File: src/rtl/loader_pkg.sv
// Shared types and constants for the UART instruction-memory loader.
package loader_pkg;

   typedef enum logic [2:0] {
      ST_IDLE,
      ST_HDR0,
      ST_HDR1,
      ST_DATA,
      ST_DONE,
      ST_ERR
   } ld_state_e;

   localparam int HDR_BYTES      = 2;
   localparam int BYTES_PER_WORD = 4;

endpackage

File: src/rtl/uart_rx.sv
// UART 8N1 receiver: two-flop synchroniser, mid-bit sampling, one-cycle
// rx_valid pulse carrying the byte and its framing-error flag.
module uart_rx #(
   parameter int CLKS_PER_BIT = 868
) (
   input  logic       clk,
   input  logic       rst,
   input  logic       rx,
   output logic       rx_valid,
   output logic [7:0] rx_data,
   output logic       rx_ferr
);

   localparam int CW = $clog2(CLKS_PER_BIT);
   localparam logic [CW-1:0] HALF_LAST = CW'(CLKS_PER_BIT / 2 - 1);
   localparam logic [CW-1:0] BIT_LAST  = CW'(CLKS_PER_BIT - 1);

   typedef enum logic [1:0] {RX_IDLE, RX_START, RX_DATA, RX_STOP} rx_state_e;

   rx_state_e       state_q, state_d;
   logic            rx_meta_q, rx_sync_q;
   logic [CW-1:0]   cnt_q, cnt_d;
   logic [2:0]      bit_q, bit_d;
   logic [7:0]      shift_q, shift_d;
   logic            valid_q, valid_d;
   logic            ferr_q, ferr_d;

   always_comb begin
      state_d = state_q;
      cnt_d   = cnt_q + CW'(1);
      bit_d   = bit_q;
      shift_d = shift_q;
      valid_d = 1'b0;
      ferr_d  = ferr_q;
      case (state_q)
         RX_IDLE: begin
            cnt_d = '0;
            if (!rx_sync_q) state_d = RX_START;
         end
         RX_START: begin
            if (cnt_q == HALF_LAST) begin
               cnt_d = '0;
               bit_d = 3'd0;
               // A line that is high again at mid start bit was only a glitch.
               state_d = rx_sync_q ? RX_IDLE : RX_DATA;
            end
         end
         RX_DATA: begin
            if (cnt_q == BIT_LAST) begin
               cnt_d   = '0;
               shift_d = {rx_sync_q, shift_q[7:1]};
               if (bit_q == 3'd7) state_d = RX_STOP;
               else               bit_d   = bit_q + 3'd1;
            end
         end
         RX_STOP: begin
            if (cnt_q == BIT_LAST) begin
               cnt_d   = '0;
               valid_d = 1'b1;
               ferr_d  = !rx_sync_q;
               state_d = RX_IDLE;
            end
         end
         default: state_d = RX_IDLE;
      endcase
   end

   always_ff @(posedge clk or posedge rst) begin
      if (rst) begin
         rx_meta_q <= 1'b1;
         rx_sync_q <= 1'b1;
         state_q   <= RX_IDLE;
         cnt_q     <= '0;
         bit_q     <= '0;
         shift_q   <= '0;
         valid_q   <= 1'b0;
         ferr_q    <= 1'b0;
      end else begin
         rx_meta_q <= rx;
         rx_sync_q <= rx_meta_q;
         state_q   <= state_d;
         cnt_q     <= cnt_d;
         bit_q     <= bit_d;
         shift_q   <= shift_d;
         valid_q   <= valid_d;
         ferr_q    <= ferr_d;
      end
   end

   assign rx_valid = valid_q;
   assign rx_data  = shift_q;
   assign rx_ferr  = ferr_q;

endmodule

File: src/rtl/uart_imem_loader.sv
// Boot loader: takes a length-prefixed little-endian word image from the UART,
// writes it into instruction memory and releases the CPU once it is complete.
module uart_imem_loader
   import loader_pkg::*;
#(
   parameter int CLKS_PER_BIT = 868,
   parameter int ADDR_WIDTH   = 14,
   parameter int TIMEOUT      = 1000000
) (
   input  logic                  clk,
   input  logic                  rst,
   input  logic                  rx,
   input  logic                  start,
   output logic                  imem_we,
   output logic [ADDR_WIDTH-1:0] imem_addr,
   output logic [31:0]           imem_wdata,
   output logic                  cpu_rst,
   output logic                  busy,
   output logic                  done,
   output logic                  err,
   output logic [15:0]           word_cnt
);

   localparam int HDR_W = 8 * HDR_BYTES;
   localparam int IDX_W = $clog2(BYTES_PER_WORD);
   localparam int TW    = $clog2(TIMEOUT + 1);
   localparam logic [IDX_W-1:0] LAST_IDX = IDX_W'(BYTES_PER_WORD - 1);
   localparam logic [HDR_W:0]   DEPTH    = (HDR_W + 1)'(2 ** ADDR_WIDTH);

   logic       rx_valid, rx_ferr;
   logic [7:0] rx_data;

   uart_rx #(.CLKS_PER_BIT(CLKS_PER_BIT)) u_rx (
      .clk      (clk),
      .rst      (rst),
      .rx       (rx),
      .rx_valid (rx_valid),
      .rx_data  (rx_data),
      .rx_ferr  (rx_ferr)
   );

   ld_state_e             state_q, state_d;
   logic [HDR_W-1:0]      n_q, n_d, n_full;
   logic [IDX_W-1:0]      idx_q, idx_d;
   logic [31:0]           word_q, word_d;
   logic [TW-1:0]         tmo_q, tmo_d;
   logic                  we_q, we_d;
   logic [ADDR_WIDTH-1:0] addr_q, addr_d;
   logic [31:0]           wdata_q, wdata_d;
   logic [15:0]           cnt_q, cnt_d, cnt_inc;
   logic                  cpu_rst_q, busy_q, done_q, err_q;

   assign n_full  = {rx_data, n_q[7:0]};
   assign cnt_inc = cnt_q + 16'd1;

   always_comb begin
      state_d = state_q;
      n_d     = n_q;
      idx_d   = idx_q;
      word_d  = word_q;
      tmo_d   = '0;
      we_d    = 1'b0;
      addr_d  = addr_q;
      wdata_d = wdata_q;
      cnt_d   = cnt_q;
      if (start) begin
         // Restart wins over a byte arriving in the same cycle; that byte is lost.
         state_d = ST_HDR0;
         n_d     = '0;
         idx_d   = '0;
         word_d  = '0;
         cnt_d   = '0;
      end else begin
         case (state_q)
            ST_HDR0: begin
               if (rx_valid) begin
                  if (rx_ferr) state_d = ST_ERR;
                  else begin
                     n_d[7:0] = rx_data;
                     state_d  = ST_HDR1;
                  end
               end
            end
            ST_HDR1: begin
               if (rx_valid) begin
                  if (rx_ferr) state_d = ST_ERR;
                  else begin
                     n_d = n_full;
                     if (n_full == '0)               state_d = ST_DONE;
                     else if ({1'b0, n_full} > DEPTH) state_d = ST_ERR;
                     else                             state_d = ST_DATA;
                  end
               end else if (tmo_q == TW'(TIMEOUT - 1)) begin
                  state_d = ST_ERR;
               end else begin
                  tmo_d = tmo_q + TW'(1);
               end
            end
            ST_DATA: begin
               if (rx_valid) begin
                  if (rx_ferr) state_d = ST_ERR;
                  else if (idx_q == LAST_IDX) begin
                     we_d    = 1'b1;
                     addr_d  = cnt_q[ADDR_WIDTH-1:0];
                     wdata_d = {rx_data, word_q[23:0]};
                     cnt_d   = cnt_inc;
                     idx_d   = '0;
                     word_d  = '0;
                     if (cnt_inc == n_q) state_d = ST_DONE;
                  end else begin
                     word_d[8*idx_q +: 8] = rx_data;
                     idx_d                = idx_q + IDX_W'(1);
                  end
               end else if (tmo_q == TW'(TIMEOUT - 1)) begin
                  state_d = ST_ERR;
               end else begin
                  tmo_d = tmo_q + TW'(1);
               end
            end
            default: ;
         endcase
      end
   end

   always_ff @(posedge clk or posedge rst) begin
      if (rst) begin
         state_q   <= ST_IDLE;
         n_q       <= '0;
         idx_q     <= '0;
         word_q    <= '0;
         tmo_q     <= '0;
         we_q      <= 1'b0;
         addr_q    <= '0;
         wdata_q   <= '0;
         cnt_q     <= '0;
         cpu_rst_q <= 1'b1;
         busy_q    <= 1'b0;
         done_q    <= 1'b0;
         err_q     <= 1'b0;
      end else begin
         state_q <= state_d;
         n_q     <= n_d;
         idx_q   <= idx_d;
         word_q  <= word_d;
         tmo_q   <= tmo_d;
         we_q    <= we_d;
         addr_q  <= addr_d;
         wdata_q <= wdata_d;
         cnt_q   <= cnt_d;
         // Status trails the state by a cycle so the CPU leaves reset after the last write.
         if (start) begin
            cpu_rst_q <= 1'b1;
            busy_q    <= 1'b1;
            done_q    <= 1'b0;
            err_q     <= 1'b0;
         end else begin
            cpu_rst_q <= (state_q != ST_DONE);
            busy_q    <= (state_q inside {ST_HDR0, ST_HDR1, ST_DATA});
            done_q    <= (state_q == ST_DONE);
            err_q     <= (state_q == ST_ERR);
         end
      end
   end

   assign imem_we    = we_q;
   assign imem_addr  = addr_q;
   assign imem_wdata = wdata_q;
   assign cpu_rst    = cpu_rst_q;
   assign busy       = busy_q;
   assign done       = done_q;
   assign err        = err_q;
   assign word_cnt   = cnt_q;

endmodule

File: config.mk
export PLATFORM = sky130hd
export DESIGN_NAME = uart_imem_loader
export DESIGN_NICKNAME = d
export VERILOG_FILES = /design/src/rtl/loader_pkg.sv /design/src/rtl/uart_rx.sv /design/src/rtl/uart_imem_loader.sv
export SDC_FILE = /design/constraint.sdc
export NUM_CORES = 1
export LEC_CHECK = 0
export BUFFER_PORTS_ARGS = -buffer_cell sky130_fd_sc_hd__clkbuf_2
export CAP_MARGIN = 0
export CORE_MARGIN = 2
export CORE_UTILIZATION = 64
export DETAILED_ROUTE_END_ITERATION = 16
export PLACE_DENSITY = 0.85
export SLEW_MARGIN = 0
export SYNTH_ARGS = -nofsm -noshare
export SYNTH_HDL_FRONTEND = slang
export SYNTH_SLANG_ARGS = --single-unit
File: constraint.sdc
create_clock -name clk -period 17.07 [get_ports clk]
set_clock_uncertainty 0.05 [all_clocks]
set_input_delay 3.414 -clock clk [delete_from_list [all_inputs] [get_ports clk]]
set_output_delay 3.414 -clock clk [all_outputs]
set_load 0.05 [all_outputs]
==> metrics.cfg <==
[sta]
fin_crit_sh_pct = 28.7
finalMaxSlewViolations = 0
slew_headroom_pct = 17.6
fin_setup_tns_ns = 0
whs_ns = 0.312
finalWorstSetupSlack_ns = 12.17
fmax_mhz = 204
finalSetupViolations = 0
worst_slew_pin_slew_ns = 1.22
hold_viol = 0
rsz0062_at_grt = false
period_minus_slack_ns = 4.90

[logic_synthesis]
synth_nets = 725
synth_mux_area_share_pct = 11.4
synthSimpleGateAreaFrac_pct = 20.0
synth-edff-count = 0
synth_top_family_by_area = simple AND/OR/NAND/NOR gates
seq_area_frac_synth_pct = 53.1
synthAdderAreaFrac_pct = 1.67
syn_avg_cell_area_um2 = 10.6
ys_types = 55
synth_ff_type = dfrtp_1
syn_inst = 711
synth-compound-area-share_pct = 4.77
ys_seq_elements = 159
synth-async-reset-ratio_pct = 100
synth_xor_area_share_pct = 5.95
yosys_warnings = 0
netlist_area_um2 = 7510

[grt]
busiest_layer = met2
grt_use_met2_pct = 43.3
met1_usage_pct = 38.0
grt_first_pass_wirelength_um = 27600
antenna_found_initial = 0
grt_use_total_pct = 27.7
grt_max_degree = 88
grt_pass1_vias = 5496
grt_util_met3_pct = 7.18
grt_overflow = 0

[critical_path]
cp.depth = 5
crit_end = imem_wdata[13]$_DFFE_PP0P_
worst_ep_required_time_ns = 17.34
crit_path_frequent_cell = buf_4
r2r-start = state_q[1]$_DFFE_PP0P_
rr_endpoint = imem_wdata[13]$_DFFE_PP0P_
reg2regPathDepth = 6
cpPeakStageDelay_ns = 0.47
crit_chain = clkbuf_2 > buf_4 > nor2_4 > buf_4 > mux2_2
cp.arrival_ns = 5.17
cp_top_family = buffers and inverters
critPathLaunchType = input port
cp_num_buf_inv = 3
crit_start = start
path_class = input port to flop
cp_max_fo = 51
rrSetupSlack_ns = 13.91
cp-end-kind = flop
cpMaxStageDelayCell = buf_4

[clock_network]
post-cts-setup-buffers = 0
cts.path.max_buffers = 2
cts_resized = 0
clock_latency_ns = 0.44
root_buffer = clkbuf_16
cts_buffers = 17
postCtsHoldBufs = 0
cts.clk_slew.worst_paths_ns = 0.07
clock_sinks = 159
cts_tree = done
htreeDepth = 4

[detailed_routing]
routed_wl_um = 16700
wl_per_cell_um = 18.2
drt-initial-drc-count = 454
num_vias = 5505
viasPerCell = 6.02
drc = 0
dr.pass1.iters = 5
ant_nets = 0

[final_layout]
n_antenna_cell = 0
fillers = 778
multi_input_area_um2 = 3290
drive_gt1_share_pct = 22.7
post-route-cell-area_um2 = 8500
final_nets = 773
area_growth_pct = 13.2
layout.area.seq_um2 = 3980

[die]
core_um2 = 11400
pin_count = 71
die_area_um2 = 12600
die_height_um = 112
row_count = 39
start_util_pct = 65.7
dieWidth_um = 112

[run]
cap_violations = 0

[power]
p_total_mw = 0.797
switchingPower_mw = 0.168
intPower_mw = 0.629
netSwitchingFraction_pct = 21.0
p_seq_share_pct = 47.4
clkPwrFrac_pct = 51.1
p_leak_nw = 4.09
powerDensity_nw_per_um2 = 93.7
peakVddDrop_uv = 80.3
p_comb_share_pct = 1.5

[place]
gp_congestion = 0.940
dpl_cell_area_um2 = 7870
dpl.hpwl_um = 10600
place_ws_ns = 11.74
portBuffers = 70

[min_path]
hp-class = flop to flop

[run_status]
status = complete, no violations

-- stage by stage --
step | utilization (%) | instances
after floorplan | - | 711
after CTS | 74.4 | 915
after global routing | 74.4 | 915
after global placement | 68.9 | 883
final | 74.4 | 915
after detailed placement | 68.9 | 883
-- registers in the layout (all words and copies together) (netlist names), 2 cells and up, named ones only --
name,flops
tmo_q,20
u_rx.rx_data,8
state_q,3
imem_addr,14
n_q,16
word_cnt,16
word_q,24
u_rx.bit_q,3
u_rx.cnt_q,10
idx_q,2
imem_wdata,32
-- cell usage after synthesis (all sizes together) (2+ instances only) --
cell,n,area [µm²]
or3,7,43.8
and4,4,35.0
nand3b,2,15.0
nor2,84,315
or4,3,26.3
nand4b,2,17.5
xnor2,26,228
a211oi,3,22.5
and2,6,40.0
nor4bb,2,20.0
and3,7,43.8
ha,10,125
nand2,78,300
o211ai,4,30.0
a21oi,13,65.1
a22o,2,17.5
xor2,25,219
nor3b,4,30.0
dfrtp,156,3900
dfstp,3,78.8
nor2b,11,68.8
nand4,17,106
buf,20,111
o311ai,2,25.0
nor4,9,56.3
o21ai,18,90.1
mux2i,19,190
nand2b,13,81.3
clkbuf,24,90.1
inv,10,37.5
mux2,59,664
nor3,9,50.1
nand3,45,225
-- cells in the final DEF (no fill, tap or decap), types with 11 or more instances in the layout --
cell | netlist | layout
nand4_1 | 17 | 17
clkbuf_16 | 0 | 17
mux2_2 | 59 | 59
a21oi_1 | 13 | 13
clkbuf_2 | 0 | 70
nand2b_1 | 13 | 13
nor2b_1 | 11 | 11
o21ai_0 | 17 | 17
mux2i_1 | 19 | 19
nand2_1 | 77 | 77
xor2_1 | 25 | 25
dfrtp_1 | 156 | 156
nor2_1 | 84 | 83
nand3_1 | 45 | 45
xnor2_1 | 26 | 26
-- area by class of cell --
| type | count | share of cell area (%) |
|---|---|---|
| Tap cell | 143 | 2.11 |
| Clock buffer | 21 | 5.30 |
| Timing Repair Buffer | 73 | 4.39 |
| Inverter | 10 | 0.501 |
| Clock inverter | 11 | 2.11 |
| Multi-Input combinational cell | 498 | 38.7 |
| Sequential cell | 159 | 46.9 |
-- per-layer routing --
layer  wire length [µm]  part of all wire, %
met1               6970                   42
met2               8340                   50
met3               1000                  6.0
met4                380                  2.3
met5                  0                    0
-- power groups by stage --
stage | Clock (mW) | Combinational [mW] | Sequential, mW
2_1_floorplan | 0 | 0.00922 | 0.384
3_3_place_gp | 0 | 0.0120 | 0.384
3_5_place_dp | 0 | 0.0125 | 0.384
4_1_cts | 0.410 | 0.0127 | 0.377
5_1_grt | 0.426 | 0.0143 | 0.377
6_report | 0.407 | 0.0123 | 0.377
-- kinds of logic (layout without fill, tap and decap cells) --
family                   Yosys count  after routing
XOR/XNOR                          51             51
AND/OR/NAND/NOR                  306            306
buffers and inverters             54            115
AO/OA/AOI/OAI                     53             53
flip-flops                       159            159
adder cells (fa/ha/maj)           10             10
multiplexers                      78             78
-- worst min-delay path by stage --
stage                                         from                        to  cells after the start
after floorplan           u_rx.rx_meta_q$_DFF_PP1_  u_rx.rx_sync_q$_DFF_PP1_                      0
after global placement    u_rx.rx_meta_q$_DFF_PP1_  u_rx.rx_sync_q$_DFF_PP1_                      0
after detailed placement  u_rx.rx_meta_q$_DFF_PP1_  u_rx.rx_sync_q$_DFF_PP1_                      0
after CTS                 u_rx.rx_meta_q$_DFF_PP1_  u_rx.rx_sync_q$_DFF_PP1_                      0
after global routing      u_rx.rx_meta_q$_DFF_PP1_  u_rx.rx_sync_q$_DFF_PP1_                      0
final                     u_rx.rx_meta_q$_DFF_PP1_  u_rx.rx_sync_q$_DFF_PP1_                      0
No activity file was read; power rests on OpenSTA's default activity.
